[src/rtl/bus_arbiter_8_6_bit.sv]
// Round-robin arbiter sharing one 6-bit internal bus between 8 requesters,
// with a bounded burst length per owner and an 8:1 data mux on the output.

module mux_8_to_1_6_bit (
    input  logic [5:0] d0,
    input  logic [5:0] d1,
    input  logic [5:0] d2,
    input  logic [5:0] d3,
    input  logic [5:0] d4,
    input  logic [5:0] d5,
    input  logic [5:0] d6,
    input  logic [5:0] d7,
    input  logic [2:0] sel,
    output logic [5:0] y
);
    always_comb begin
        y = d0;
        case (sel)
            3'd0: y = d0;
            3'd1: y = d1;
            3'd2: y = d2;
            3'd3: y = d3;
            3'd4: y = d4;
            3'd5: y = d5;
            3'd6: y = d6;
            3'd7: y = d7;
            default: y = d0;
        endcase
    end
endmodule

module bus_arbiter_8_6_bit #(
    parameter int MAX_HOLD = 4
) (
    input  logic       clk,
    input  logic       rst_n,
    input  logic [7:0] req,
    input  logic [5:0] d0,
    input  logic [5:0] d1,
    input  logic [5:0] d2,
    input  logic [5:0] d3,
    input  logic [5:0] d4,
    input  logic [5:0] d5,
    input  logic [5:0] d6,
    input  logic [5:0] d7,
    output logic [7:0] grant,
    output logic [2:0] sel,
    output logic       bus_valid,
    output logic [5:0] bus_data
);
    typedef enum logic {IDLE, GRANT} state_t;

    state_t     state, state_next;
    logic [7:0] grant_next;
    logic [2:0] sel_next;
    logic       valid_next;
    logic [3:0] hold_cnt, hold_next;
    logic [2:0] ptr, ptr_next;

    logic [2:0] base;
    logic [2:0] idx;
    logic [2:0] win;
    logic       found;
    logic       release_bus;
    logic [5:0] mux_y;

    always_ff @(posedge clk or negedge rst_n) begin
        if (!rst_n) begin
            state     <= IDLE;
            grant     <= 8'd0;
            sel       <= 3'd0;
            bus_valid <= 1'b0;
            hold_cnt  <= 4'd0;
            ptr       <= 3'd0;
        end else begin
            state     <= state_next;
            grant     <= grant_next;
            sel       <= sel_next;
            bus_valid <= valid_next;
            hold_cnt  <= hold_next;
            ptr       <= ptr_next;
        end
    end

    // On release the scan starts just past the owner, so the owner itself is
    // the last candidate and only wins again if nobody else is asking.
    always_comb begin
        state_next  = state;
        grant_next  = grant;
        sel_next    = sel;
        valid_next  = bus_valid;
        hold_next   = hold_cnt;
        ptr_next    = ptr;
        found       = 1'b0;
        win         = 3'd0;
        idx         = 3'd0;
        base        = (state == GRANT) ? sel + 3'd1 : ptr;
        release_bus = !req[sel] || (hold_cnt == 4'(MAX_HOLD - 1));

        for (int k = 0; k < 8; k++) begin
            idx = base + 3'(k);
            if (!found && req[idx]) begin
                found = 1'b1;
                win   = idx;
            end
        end

        case (state)
            IDLE: begin
                if (found) begin
                    state_next = GRANT;
                    grant_next = 8'd1 << win;
                    sel_next   = win;
                    valid_next = 1'b1;
                    hold_next  = 4'd0;
                end
            end
            GRANT: begin
                if (release_bus) begin
                    ptr_next = sel + 3'd1;
                    if (found) begin
                        grant_next = 8'd1 << win;
                        sel_next   = win;
                        valid_next = 1'b1;
                        hold_next  = 4'd0;
                    end else begin
                        state_next = IDLE;
                        grant_next = 8'd0;
                        valid_next = 1'b0;
                        hold_next  = 4'd0;
                    end
                end else begin
                    hold_next = hold_cnt + 4'd1;
                end
            end
            default: state_next = IDLE;
        endcase
    end

    mux_8_to_1_6_bit u_mux (
        .d0  (d0),
        .d1  (d1),
        .d2  (d2),
        .d3  (d3),
        .d4  (d4),
        .d5  (d5),
        .d6  (d6),
        .d7  (d7),
        .sel (sel),
        .y   (mux_y)
    );

    assign bus_data = bus_valid ? mux_y : 6'd0;

endmodule

[config.mk]
export PLATFORM = sky130hd
export DESIGN_NAME = bus_arbiter_8_6_bit
export DESIGN_NICKNAME = d
export VERILOG_FILES = /design/src/rtl/bus_arbiter_8_6_bit.sv
export SDC_FILE = /design/constraint.sdc
export NUM_CORES = 1
export LEC_CHECK = 0
export BUFFER_PORTS_ARGS = -buffer_cell sky130_fd_sc_hd__buf_2
export CORE_ASPECT_RATIO = 1.5
export CORE_UTILIZATION = 47
export DETAILED_ROUTE_END_ITERATION = 7
export GPL_ROUTABILITY_DRIVEN = 1
export PLACE_DENSITY = 0.78
export SLEW_MARGIN = 20
export SYNTH_ARGS = -nofsm -noshare
export SYNTH_HDL_FRONTEND = slang
export SYNTH_HIERARCHICAL = 1
export SYNTH_SLANG_ARGS = --single-unit
[constraint.sdc]
create_clock -name clk -period 4 [get_ports clk]
set_input_delay 0.8 -clock clk [delete_from_list [all_inputs] [get_ports clk]]
set_output_delay 0.8 -clock clk [all_outputs]
set_load 0.05 [all_outputs]
* Word level (Yosys, flattened, before mapping)
Index checks and enable logic that the tools add are counted.
Operators by class: bitwise logic cells 1, order comparisons 9, shift-type cells 1, mux-type cells 53, equality and inequality tests 10, divide/modulo/power cells 0, $mul 0, add/sub/neg operators 9, reduce and logical (&&, ||, !) cells 19
Operator list (count):
- 6-bit case mux with 8 select lines | 1
- 3-bit by 4-bit < comparator with 1-bit output, second input constant | 9
- 3-bit two-way mux | 11
- 1-bit binary-select mux with 3-bit select | 9
- 8-bit two-way mux | 3
- 1-bit two-way mux | 21
- 8-bit case mux with 2 select lines | 1
- 3-bit adder, second input constant | 4
- 3-bit == test, second input constant | 4
- 1-bit zero test | 8
- 4-bit two-way mux | 2
- 4-bit case mux with 2 select lines | 1
- 1-bit by 3-bit << shifter with 8-bit output, first input constant | 1
- 1-bit logical AND | 7
- 3-bit by 1-bit adder with 3-bit output, second input constant | 2
- 3-bit by 2-bit adder with 3-bit output, second input constant | 2
- 3-bit by 2-bit == test with 1-bit output, second input constant | 2
- 6-bit two-way mux | 1
- 3-bit case mux with 2 select lines | 1
- 4-bit by 1-bit adder with 4-bit output, second input constant | 1
- 4-bit by 2-bit == test with 1-bit output, second input constant | 1
- 1-bit case mux with 2 select lines | 2
- 2-bit AND reduction | 2
- 3-bit by 1-bit == test with 1-bit output, second input constant | 1
- 5 further kinds | 5
Storage, ports and cells: latch bits 0, memories kept 0, logic and storage cells 108, memory bits (read-only) 0, flip-flop bits (word level) 20, bits of input ports 58, memory bits (writable) 0

* Logic depth before layout (Yosys ltp)
Gate-level depths: netlist of run 1.
depth after elaboration 30, gate-level depth with buffers 16

* Cells and area by module
The synthesis of run 1 kept the hierarchy.
Modules (own cells, without submodules):
- bus_arbiter_8_6_bit | area each 1899.3 um^2, instances 1, sequential area each 500.5 um^2, cells an instance 188
- mux_8_to_1_6_bit | area each 451.7 um^2, instances 1, sequential area each 0.0 um^2, cells an instance 32

* Least setup slack after synthesis of run 1
Ideal clock, no wire load.
path type register to register, from reg sel[1], to reg grant[1], arrival time 4.083 ns, required time 3.879 ns, path buffers 2, setup time 0.121 ns, cell stages (with the launch flop) 14, setup slack -0.203 ns, clock period less this slack 4.203 ns, path through dfrtp_1 -> ha_1 -> mux2_2 -> clkbuf_1 -> inv_1 -> clkbuf_1 -> ha_1 -> xnor2_1 -> mux4_2 -> and4_4 -> a221o_1 -> a32oi_1 -> nor2_1 -> a22o_1
On the way: longest elaborated chain between the ends 30, elaborated cells between the ends (all ways) 67, those cells by class add/sub (8); eq/ne (2); shift (1); mux (39); reduce/logical (17)
RTL lines:
- from (decl) | line 47 | output logic [2:0] sel,
- from (signal assigned) | line 78 | sel <= sel_next;
- parallel branches: the longest is 30 deep, another holds 3-bit by 1-bit adder with 3-bit output
- to (signal assigned) | line 77 | grant <= grant_next;
- to (decl) | line 46 | output logic [7:0] grant,
Parallel ways; which one is timed is not known. The select of a mux whose other input is x is not followed. A chain may end at the register's enable or synchronous reset.

* Worst setup path in the final report of run 1
from reg sel[0], to reg grant[6]
Same word-level chain as after synthesis.

==> Flow_metrics.wiki, run 1 <==
{| class="wikitable"
! Metric !! Value
|-
| Seq cells post-synth || 20
|-
| Area growth from synthesis to layout || 20.9%
|-
| Reg-to-reg critical path endpoint || grant[6]
|-
| Worst Path Required || 4.19 ns
|-
| Clock skew || 0.00392 ns
|-
| Inserted Diodes || 0
|-
| Result of the run || finished clean
|-
| Setup repair after global routing missed its margin || false
|-
| Area of the multi-input gates || 1760 um^2
|-
| I/O Buffers || 75
|-
| Global placer's final weighted congestion || 0.946
|-
| Ports placed on the boundary || 76
|-
| Met3 WL || around 430 um
|-
| Final Max Slew Viols || 0
|-
| Class of the most critical setup path || flop to flop
|-
| Met1 layer wirelength in the final routing || 2.33 mm
|-
| TritonCTS clock tree || yes
|-
| Synthesized cell area || around 2400 um^2
|-
| Pre-Repair DR Iteration Count || 4
|-
| Maximum clock rate || 0.266 GHz
|-
| Insertion delay of the later-clocked pin in the worst-skew pair || 0.26 ns
|-
| Ratio of routed vias to standard cells || 6.15
|-
| Fraction of registers with async set/reset || between 90% and 100%
|-
| Standard cell with the maximum stage delay on the critical path || sky130_fd_sc_hd__ha_1
|-
| Share of synthesized area occupied by flip-flops and latches || 21.3%
|-
| Total setup violations reported at the end of the flow || 0
|-
| Area of the core region || 4810 um^2
|-
| Number of cells on the worst reg-to-reg path || 11
|-
| Fillers || 434
|-
| Root buffer selected by CTS || sky130_fd_sc_hd__clkbuf_8
|-
| Remaining Overflow, GRT || 0
|-
| Register clock-pin slew on the reported worst setup and hold paths || 0.07 ns
|-
| Number of violations of the max-capacitance limit || 0
|-
| Start of the worst register-to-register path || sel[0]
|-
| Buffers inserted by post-CTS timing repair || 0
|-
| Critical Path Source || sel[0]
|-
| Share of final-layout standard cells stronger than drive strength 1 || 42.4%
|-
| Share of the clock period used by the worst path || between 90% and 100%
|-
| DR WL/cell || 17.5 um
|-
| Starting utilization of the core area || 48.9%
|-
| Wire length of the first global-routing pass || 9.97 mm
|-
| Setup Total Neg Slack || 0 ns
|-
| Count of cell types in the netlist || 62
|-
| Num Clock Sinks || 20
|-
| Class of the worst hold path || input port to async pin
|-
| Area occupied by registers || around 500 um^2
|-
| H-Tree Depth || 1
|-
| Total wirelength of the detailed-routed design || ~6.3 mm
|-
| Residual DRC count || 0
|-
| Hold Violations, Final || 0
|-
| Slew at the pin closest to its max-slew limit || 0.553 ns
|-
| R2r setup slk || roughly 0.24 ns
|-
| Maximum fanout encountered on the critical timing path || 11
|-
| Initial antenna violation count || 0
|-
| Endpoint type of the worst setup path || flop
|-
| Peak per-stage delay on the critical path || 0.49 ns
|-
| Syn nets || 282
|-
| Die footprint || around 5300 um^2
|-
| Antenna-violating nets left || 0
|-
| Hold_buf cts || 0
|-
| Total number of placement rows || 31
|-
| # nets final || 358
|-
| Vert. Die Dim || 88.6 um
|-
| Critical Path AT || roughly 4.0 ns
|-
| Number of warnings printed during yosys synthesis || 6
|-
| Bufs on Longest Clock Path || 2
|-
| Most instantiated flip-flop cell in the synthesis netlist || sky130_fd_sc_hd__dfrtp_1
|-
| Post-Syn Area per Cell || 10.7 um^2
|-
| Most frequent standard cell in the layout excluding fill and tap cells || sky130_fd_sc_hd__buf_2
|-
| Highest signal layer in the routed design || met4
|-
| Critical Path Source Type || flop
|-
| Gate Count Post-Synth || 220
|-
| Via count of the first global-routing pass || around 2.2k
|-
| Die X-Extent || 59.7 um
|-
| Total number of vias || around 2.2k
|-
| Number of DRC markers after the initial detailed-route iteration || between 70 and 80
|-
| Largest net degree at the start of global routing || 25
|-
| Num CTS Buffers || 3
|-
| Count of flip-flops with a built-in enable after synthesis || 0
|-
| Commonest cells after routing, fill and taps aside || sky130_fd_sc_hd__buf_2 (75), sky130_fd_sc_hd__mux2i_1 (23), sky130_fd_sc_hd__nand2_1 (19)
|-
| Post-cts resize count || 0
|-
| Estimated wirelength of the detail-placed design || 5.03 mm
|-
| Final min period || 3.76 ns
|-
| Headroom to the max-slew limit || 62.1%
|-
| Met2 WL post-DR || about 3.3 mm
|-
| Total routing resource utilization after global routing || 24.8%
|-
| CP Cell Sequence || ha_1 > mux2_2 > ha_1 > mux2i_1 > mux2i_1 > mux2i_4 > nand4_2 > a211o_1 > a221oi_2 > nand2_1 > o21ai_1
|}
==> cells by family after synthesis <==
logic type / after synthesis / synth area share (%)
DFF: 20 / 21.3
adders and majority gates: 4 / 2.13
AOI/OAI and AO/OA: 54 / 17.9
xor gates and xnor gates: 8 / 3.94
and+or+nand+nor: 62 / 13.8
muxes: 56 / 36.9
buffers and inverters: 16 / 3.99
==> critical path: cells and delay by family (launching register included) <==
kind | cells | cell delay (ns)
mux | 4 | 1.16
fa+ha+maj | 2 | 0.85
compound gates | 3 | 0.85
simple gates | 2 | 0.42
flops | 1 | 0.41
==> registers in the layout (all words and copies together) (netlist names) <==
signal	flops
grant	8
hold_cnt	4
ptr	3
sel	3
bus_valid	1
state	1
==> worst max path at each step <==
stage | end | cells past startpoint
after floorplan | grant[1] | 13
after global placement | grant[6] | 11
after detailed placement | grant[6] | 11
after CTS | grant[6] | 11
after global routing | grant[6] | 11
final | grant[6] | 11
==> cell type report <==
| cell class | instances | area share (%) |
|---|---|---|
| tap | 66 | 2.91 |
| timing repair buffer | 84 | 15.6 |
| clock buffer | 4 | 1.59 |
| sequential | 20 | 17.7 |
| inverter | 3 | 0.396 |
| multi-input combinational | 184 | 61.8 |
==> synthesized netlist by cell type (2+ instances only) <==
cell,n,area share (%)
sky130_fd_sc_hd__and2_1,6,1.6
sky130_fd_sc_hd__clkbuf_1,4,0.64
sky130_fd_sc_hd__o21ai_0,7,1.5
sky130_fd_sc_hd__mux4_1,7,7.8
sky130_fd_sc_hd__a31oi_1,2,0.53
sky130_fd_sc_hd__mux2_4,4,2.6
sky130_fd_sc_hd__o21ai_1,8,1.7
sky130_fd_sc_hd__mux2i_1,23,9.8
sky130_fd_sc_hd__o41ai_2,2,1.4
sky130_fd_sc_hd__nand2_1,19,3.0
sky130_fd_sc_hd__ha_1,4,2.1
sky130_fd_sc_hd__buf_2,5,1.1
sky130_fd_sc_hd__xnor2_1,4,1.5
sky130_fd_sc_hd__nor4b_1,2,0.75
sky130_fd_sc_hd__xnor2_2,2,1.4
sky130_fd_sc_hd__o211ai_1,2,0.64
sky130_fd_sc_hd__inv_1,2,0.32
sky130_fd_sc_hd__dfrtp_1,20,21
sky130_fd_sc_hd__nor3_1,4,0.85
sky130_fd_sc_hd__nand3_1,4,0.85
sky130_fd_sc_hd__mux2i_4,2,1.9
sky130_fd_sc_hd__a21oi_1,3,0.64
sky130_fd_sc_hd__a22o_1,4,1.5
sky130_fd_sc_hd__a32o_1,5,2.1
sky130_fd_sc_hd__mux2_2,7,3.4
sky130_fd_sc_hd__o31ai_1,2,0.64
sky130_fd_sc_hd__nand2b_1,4,1.1
sky130_fd_sc_hd__mux4_2,11,11
sky130_fd_sc_hd__a21o_1,5,1.6
sky130_fd_sc_hd__nor2_1,13,2.1
sky130_fd_sc_hd__mux2_1,2,0.96
==> per-layer routing <==
layer	vias to the layer above	track usage [%]
met3	20	2.49
met2	104	46.8
met1	1067	26.5
met5	-	0
met4	0	12.3
li1	1028	-
==> metrics by stage <==
step                      cells  hold WS [ns]  area, um^2  worst slack [ns]  util, %
after global placement      357         0.476        2800             0.412     58.1
final                       361         0.472        2840             0.243     59.1
after CTS                   361         0.484        2840             0.268     59.1
after floorplan             220         0.449        2350            0.0179        -
after global routing        361         0.491        2840            0.0212     59.1
after detailed placement    357         0.484        2800             0.282     58.1
Power of run 1 is not shown: default switching activity piles up to over one toggle a cycle in this logic, so the estimate is an artifact.
==> run 2: changes to the inputs <==
- ABC_AREA: not set -> 1
- CORE_MARGIN: not set -> 1.5
- CORE_UTILIZATION: 47 -> 49
==> run 2 against run 1 <==
  * Die area grew 16%
  * Non-clock buffer count shrank 7
  * Critical path depth shrank 3
  * Via count grew 50%
  * Worst hold slack gained 0.0010 ns
  * Core utilization shrank 0.47 points
  * Wire length grew 34%
  * Sequential cell count is the same
  * Register-to-register slack gained 0.64 ns
  * Global-route usage grew 4.3 points
  * Cell count grew 68%
  * Sequential share of layout area shrank 2.0 points
  * Largest cell class unchanged
==> Flow_metrics.wiki, run 2 <==
{| class="wikitable"
! Metric !! Value
|-
| Num CTS Buffers || 3 (unchanged)
|-
| Headroom to the max-slew limit || 41.6% (-20 points)
|-
| Placed inst area || 3120 um^2 (+12%)
|-
| Die X-Extent || 64.5 um (+8.0%)
|-
| Most instantiated flip-flop cell in the synthesis netlist || sky130_fd_sc_hd__dfrtp_1
|-
| Most frequent standard cell in the layout excluding fill and tap cells || sky130_fd_sc_hd__nand2_1
|-
| Buffers plus inverters on the worst setup path || 3 (+3)
|-
| Global placer's final weighted congestion || 0.970 (+2.5%)
|-
| Gate Count Post-Synth || 471 (+110%)
|-
| Residual DRC count || 0 (unchanged)
|-
| Final min period || 3.24 ns (-0.517 ns)
|-
| Wire length of the first global-routing pass || 14.2 mm (+43%)
|-
| Final Instance Area || 3190 um^2 (+12%)
|-
| Cell types with the largest area share after synthesis || sky130_fd_sc_hd__nand2_1 (19%), sky130_fd_sc_hd__dfrtp_1 (18%), sky130_fd_sc_hd__nand3_1 (18%)
|-
| Critical Path End || bus_data[5]
|-
| Share of the clock period used by the worst path || 81.0% (-13 points)
|-
| Start of the worst register-to-register path || sel[0]
|-
| Starting utilization of the core area || 51.0% (+2.1 points)
|-
| Leading registers by flop count || grant x8, hold_cnt x4
|-
| Peak per-stage delay on the critical path || 0.92 ns (+0.43 ns)
|-
| Post-cts resize count || 0 (unchanged)
|-
| Number of DRC markers after the initial detailed-route iteration || 222 (+210%)
|-
| Seq cells post-synth || 20 (unchanged)
|-
| Remaining Overflow, GRT || 0 (unchanged)
|-
| Most used standard cell by instance count after synthesis || sky130_fd_sc_hd__nand2_1
|-
| TritonCTS clock tree || yes
|-
| Root buffer selected by CTS || sky130_fd_sc_hd__clkbuf_8
|-
| Count of flip-flops with a built-in enable after synthesis || 0 (unchanged)
|-
| # nets final || 599 (+67%)
|-
| Worst Path Required || 3.20 ns (-0.99 ns)
|-
| Estimated wirelength of the detail-placed design || 6.82 mm (+36%)
|-
| Reg-to-reg critical path endpoint || grant[6]
|-
| Bufs on Longest Clock Path || 2 (unchanged)
|-
| Ports placed on the boundary || 76 (unchanged)
|-
| Largest register FFs || 8 (unchanged)
|-
| Buffers inserted by post-CTS timing repair || 0 (unchanged)
|-
| Clock skew || 0.00120 ns (-0.00272 ns)
|-
| CP Cell Sequence || inv_1 > nand4_1 > nand2_1 > nor2_1 > nand3_1 > nand2_1 > inv_1 > buf_2
|-
| Critical Path Source Type || flop
|-
| DR WL/cell || 14.0 um (-20%)
|-
| Critical Path Source || sel[2]
|-
| Inserted Diodes || 0 (unchanged)
|-
| Worst path depth || 8 (-3)
|-
| Total routing resource utilization after global routing || 29.1% (+4.3 points)
|-
| H-Tree Depth || 1 (unchanged)
|-
| Total number of placement rows || 33 (+6.5%)
|-
| R2r setup slk || 0.88 ns (+0.64 ns)
|-
| Hold_buf cts || 0 (unchanged)
|-
| Library cell occupying the most area in the post-synthesis netlist || sky130_fd_sc_hd__nand2_1
|-
| Maximum clock rate || 0.309 GHz (+16%)
|-
| Share of synthesized area occupied by flip-flops and latches || 18.0% (-3.3 points)
|-
| Syn nets || 533 (+89%)
|-
| Count of cell types in the netlist || 31 (-50%)
|-
| Standard cell with the maximum stage delay on the critical path || sky130_fd_sc_hd__dfrtp_1
|-
| Area growth from synthesis to layout || 14.9%
|-
| Register clock-pin slew on the reported worst setup and hold paths || 0.07 ns (about the same)
|-
| Die footprint || 6140 um^2 (+16%)
|-
| Number of violations of the max-capacitance limit || 0 (unchanged)
|-
| Vert. Die Dim || 95.3 um (+7.5%)
|-
| Num Clock Sinks || 20 (unchanged)
|-
| I/O Buffers || 75 (unchanged)
|-
| Setup Total Neg Slack || 0 ns (unchanged)
|-
| Total setup violations reported at the end of the flow || 0 (unchanged)
|-
| Register ranked first by flip-flop count || grant
|-
| Pre-Repair DR Iteration Count || 5 (+1)
|-
| Share of final-layout standard cells stronger than drive strength 1 || 22.8% (-20 points)
|-
| Final core utilization || 58.6% (-0.47 points)
|-
| Critical Path AT || 2.44 ns (-1.51 ns)
|-
| Slew at the pin closest to its max-slew limit || 0.875 ns (+0.322 ns)
|-
| Endpoint type of the worst setup path || primary output
|-
| Total number of vias || 3328 (+50%)
|-
| Commonest cells after routing, fill and taps aside || sky130_fd_sc_hd__nand2_1 (139), sky130_fd_sc_hd__nand3_1 (100), sky130_fd_sc_hd__buf_2 (75)
|-
| Class of the worst hold path || input port to async pin
|-
| Total wirelength of the detailed-routed design || 8.46 mm (+34%)
|-
| Insertion delay of the later-clocked pin in the worst-skew pair || 0.26 ns (about the same)
|-
| Class of the most critical setup path || flop to primary output
|-
| Largest net degree at the start of global routing || 28 (+12%)
|-
| Via count of the first global-routing pass || 3174 (+47%)
|-
| Result of the run || finished clean
|-
| Number of warnings printed during yosys synthesis || 6 (unchanged)
|-
| Area of the core region || 5450 um^2 (+13%)
|-
| Maximum fanout encountered on the critical timing path || 26 (+15)
|-
| Setup repair after global routing missed its margin || false
|-
| Dominant delay contributor by cell family on the critical path || flip-flops
|-
| Final Max Slew Viols || 0 (unchanged)
|-
| Initial antenna violation count || 0 (unchanged)
|-
| Most frequent cells after synthesis || sky130_fd_sc_hd__nand2_1 (139), sky130_fd_sc_hd__nand3_1 (100), sky130_fd_sc_hd__nor2_1 (46), sky130_fd_sc_hd__inv_1 (45), sky130_fd_sc_hd__nand4_1 (30)
|-
| Fraction of registers with async set/reset || 100% (unchanged)
|-
| Synthesized cell area || 2780 um^2 (+18%)
|-
| Hold Violations, Final || 0 (unchanged)
|-
| Post-Syn Area per Cell || 5.90 um^2 (-45%)
|-
| Antenna-violating nets left || 0 (unchanged)
|-
| Number of cells on the worst reg-to-reg path || 16 (+5)
|-
| Share of Yosys cell area claimed by the top area cell type || 18.8% (-2.5 points)
|-
| Ratio of routed vias to standard cells || 5.49 (-11%)
|}
## run 2: changes by cell type after synthesis, moves of 23 or more
cell / before / now
sky130_fd_sc_hd__nand2_1: 19 / 139
sky130_fd_sc_hd__nand3_1: 4 / 100
sky130_fd_sc_hd__inv_1: 2 / 45
sky130_fd_sc_hd__mux2i_1: 23 / 0
sky130_fd_sc_hd__nor2_1: 13 / 46
sky130_fd_sc_hd__nand4_1: 1 / 30
## run 2: how the worst min path moves through the flow
stage	start	to	slack, ns	cells past startpoint
2_1_floorplan	hold_cnt[0]	hold_cnt[0]	0.48	1
3_3_place_gp	grant[5]	grant[5]	0.46	2
3_5_place_dp	grant[1]	grant[1]	0.46	2
4_1_cts	grant[1]	grant[1]	0.48	2
5_1_grt	rst_n	hold_cnt[1]	0.50	1
6_report	rst_n	hold_cnt[1]	0.47	1
## run 2: worst register-to-register path, cell delays in order (launching register included)
cell	delay, ns
sky130_fd_sc_hd__dfrtp_1	0.51
sky130_fd_sc_hd__ha_1	0.36
sky130_fd_sc_hd__nand2_1	0.12
sky130_fd_sc_hd__nand2_4	0.14
sky130_fd_sc_hd__ha_1	0.41
sky130_fd_sc_hd__inv_1	0.14
sky130_fd_sc_hd__nand3_1	0.11
sky130_fd_sc_hd__nand2_1	0.05
sky130_fd_sc_hd__nand2_1	0.08
sky130_fd_sc_hd__nand2_2	0.11
sky130_fd_sc_hd__nor2_2	0.15
sky130_fd_sc_hd__nand4_2	0.12
sky130_fd_sc_hd__nor2_4	0.16
sky130_fd_sc_hd__nand4_1	0.16
sky130_fd_sc_hd__nand3_1	0.18
sky130_fd_sc_hd__nand2_1	0.10
sky130_fd_sc_hd__o21ai_1	0.14
## run 2: metrics by stage
stage                     worst slack, ns  hold WS (ns)  std cells
after floorplan                     0.940         0.476        471
after global placement              0.895         0.463        602
after detailed placement            0.909         0.460        602
after CTS                           0.777         0.481        606
after global routing                0.480         0.498        606
final                               0.760         0.473        606
## run 2: logic make-up (layout without fill, tap and decap cells)
family,after synthesis,count (layout),synth area share [%]
compound gates,30,30,6.39
xor+xnor,2,2,0.630
fa+ha+maj,4,4,1.80
buf+inv,67,132,12.0
flops,20,20,18.0
simple gates,348,348,61.2
## run 2: area by class of cell
type,instances,area [um^2]
fillers,563,2260
flip-flops and latches,20,500
multi-input cells,384,1950
repair buffers,77,390
inverters,51,199
clock inverters,1,30.0
clock buffers,3,41.3
well taps,70,87.6
## run 2: layer usage
metal,wire [um],vias to the layer above,share of wire [%],track usage [%]
met3,400,31,4.7,0.945
li1,-,1695,-,-
met4,404,0,4.8,17.0
met5,0,-,0,0
met2,4440,138,53,55.1
met1,3210,1464,38,31.9
Power of run 2 is left out for the same reason.
==> run 3: changes to the inputs <==
- ABC_AREA: 1 -> 0
- CORE_UTILIZATION: 49 -> 52
- PLACE_DENSITY: 0.78 -> 0.82
- clock period: 4 -> 3.4 ns (I/O delays scaled with it)
==> run 3 against run 2 <==
  * The flow now finishes with violations (design-rule violations)
  * Via count fell by 32%
  * Clock-buffer cell count up 1
  * Design area is 4.2% lower
  * Register-to-register slack got worse by 0.79 ns
  * Setup slack lost 0.67 ns
  * Sequential share of layout area grew 0.86 points
  * Die area is 20% lower
  * Core utilization is 13 points higher
  * Critical path depth is 3 higher
==> Flow_metrics.wiki, run 3 (synthesis results as in run 1) <==
{| class="wikitable"
! Metric !! Value
|-
| Largest register FFs || 8 (unchanged)
|-
| Headroom to the max-slew limit || 67.1% (+25 points)
|-
| Class of the worst hold path || input port to async pin
|-
| Critical Path Source Type || flop
|-
| Area growth from synthesis to layout || 30.1%
|-
| Register clock-pin slew on the reported worst setup and hold paths || 0.07 ns (about the same)
|-
| Num Clock Sinks || 20 (unchanged)
|-
| Inserted Diodes || 0 (unchanged)
|-
| Start of the worst register-to-register path || sel[1]
|-
| Clock skew || 0.00315 ns (+0.00195 ns)
|-
| I/O Buffers || 75 (unchanged)
|-
| Critical Path AT || 3.46 ns (+1.02 ns)
|-
| Area of the core region || 4280 um^2 (-21%)
|-
| # nets final || 370 (-38%)
|-
| Number of DRC markers after the initial detailed-route iteration || 123 (-45%)
|-
| Share of final-layout standard cells stronger than drive strength 1 || 49.8% (+27 points)
|-
| Total number of vias || 2275 (-32%)
|-
| Total number of placement rows || 29 (-12%)
|-
| Global placer's final weighted congestion || 0.974 (+0.46%)
|-
| Die X-Extent || 57.9 um (-10%)
|-
| Residual DRC count || 13 (+13)
|-
| Fillers || 311 (-45%)
|-
| Share of the clock period used by the worst path || 97.4%
|-
| Initial antenna violation count || 0 (unchanged)
|-
| Total setup violations reported at the end of the flow || 0 (unchanged)
|-
| Remaining Overflow, GRT || 0 (unchanged)
|-
| Via count of the first global-routing pass || 2256 (-29%)
|-
| Pre-Repair DR Iteration Count || 8 (+3)
|-
| Num CTS Buffers || 3 (unchanged)
|-
| Largest net degree at the start of global routing || 24 (-14%)
|-
| Non-filler instance count after layout || 353 (-42%)
|-
| Hold Violations, Final || 0 (unchanged)
|-
| Endpoint type of the worst setup path || flop
|-
| Register ranked first by flip-flop count || grant
|-
| Insertion delay of the later-clocked pin in the worst-skew pair || 0.26 ns (about the same)
|-
| Total wirelength of the detailed-routed design || 6.59 mm (-22%)
|-
| Maximum fanout encountered on the critical timing path || 7 (-73%)
|-
| Ratio of routed vias to standard cells || 6.44 (+17%)
|-
| Placed Cells || 346 (-43%)
|-
| Estimated wirelength of the detail-placed design || 5.36 mm (-21%)
|-
| Starting utilization of the core area || 54.9% (+3.9 points)
|-
| Total routing resource utilization after global routing || 27.2% (-1.9 points)
|-
| Final core utilization || 71.4% (+13 points)
|-
| Vert. Die Dim || 85.4 um (-10%)
|-
| Violations in the final reports || design-rule violations
|-
| Leading registers by flop count || grant x8, hold_cnt x4
|-
| Worst Path Required || 3.55 ns (+0.35 ns)
|-
| Die footprint || 4940 um^2 (-20%)
|-
| Final min period || 3.31 ns
|-
| Result of the run || finished with violations
|-
| Root buffer selected by CTS || sky130_fd_sc_hd__clkbuf_8
|-
| Critical Path Source || sel[1]
|-
| Class of the most critical setup path || flop to flop
|-
| Slew at the pin closest to its max-slew limit || 0.489 ns (-0.387 ns)
|-
| Bufs on Longest Clock Path || 2 (unchanged)
|-
| H-Tree Depth || 1 (unchanged)
|-
| Antenna-violating nets left || 0 (unchanged)
|-
| Hold_buf cts || 0 (unchanged)
|-
| Most frequent standard cell in the layout excluding fill and tap cells || sky130_fd_sc_hd__buf_2
|-
| Wire length of the first global-routing pass || 10.4 mm (-27%)
|-
| DR WL/cell || 18.7 um (+34%)
|-
| Number of violations of the max-capacitance limit || 0 (unchanged)
|-
| Setup Total Neg Slack || 0 ns (unchanged)
|-
| Ports placed on the boundary || 76 (unchanged)
|-
| Final Max Slew Viols || 0 (unchanged)
|-
| Maximum clock rate || 0.302 GHz
|-
| Commonest cells after routing, fill and taps aside || sky130_fd_sc_hd__buf_2 (75), sky130_fd_sc_hd__buf_4 (21), sky130_fd_sc_hd__nand2_1 (19)
|-
| TritonCTS clock tree || yes
|}
[run 3: worst max-delay path: stages, from the launching register on]
cell and delay (ns):
sky130_fd_sc_hd__dfrtp_4 0.49, sky130_fd_sc_hd__ha_4 0.27, sky130_fd_sc_hd__mux2_4 0.31, sky130_fd_sc_hd__ha_4 0.34, sky130_fd_sc_hd__mux2i_2 0.30, sky130_fd_sc_hd__mux2i_4 0.15, sky130_fd_sc_hd__mux2i_4 0.29, sky130_fd_sc_hd__and4_4 0.29
sky130_fd_sc_hd__nand3_1 0.10, sky130_fd_sc_hd__o311ai_2 0.35, sky130_fd_sc_hd__nor2_1 0.12, sky130_fd_sc_hd__a22o_1 0.19
[run 3: area by class of cell]
type / count / area [um^2] / area share [%]
sequential: 20 / 505 / 16.5
tap: 46 / 57.6 / 1.88
inverter: 3 / 13.8 / 0.450
multi-input combinational: 184 / 1890 / 61.9
timing repair buffer: 96 / 533 / 17.4
clock buffer: 4 / 55.1 / 1.80
[run 3: worst paths after layout]
check,end,slack [ns],cells past startpoint
setup reg to reg,grant[3],0.09,11
hold / removal,ptr[2],0.35,1
setup / recovery,grant[3],0.09,11
hold reg to reg,hold_cnt[3],0.48,1
min in group clk,hold_cnt[3],0.48,1
max in group asynchronous,sel[1],2.71,1
[run 3: per-layer routing]
layer,track usage (%),vias to the layer above,part of all wire [%]
met5,0,-,0
met4,13.7,0,4.1
met3,2.74,25,7.6
met2,53.1,114,55
li1,-,1052,-
met1,27.0,1084,34
[run 3: stage by stage]
stage / hold WS, ns / setup slack (ns) / instance area (um^2)
finish: 0.350 / 0.0869 / 3060
CTS: 0.366 / 0.0215 / 3000
global route: 0.381 / -0.0859 / 3060
global placement: 0.466 / 0.0668 / 2940
floorplan: 0.384 / -0.0939 / 2470
detailed placement: 0.476 / -0.0372 / 2940
[run 3: what timing repair did]
action	4_1_cts	5_1_grt
pin swaps	0	1
gates resized for setup	1	7
endpoints found under the setup margin	8	12
setup buffers	1	2
Power of run 3 is left out for the same reason.
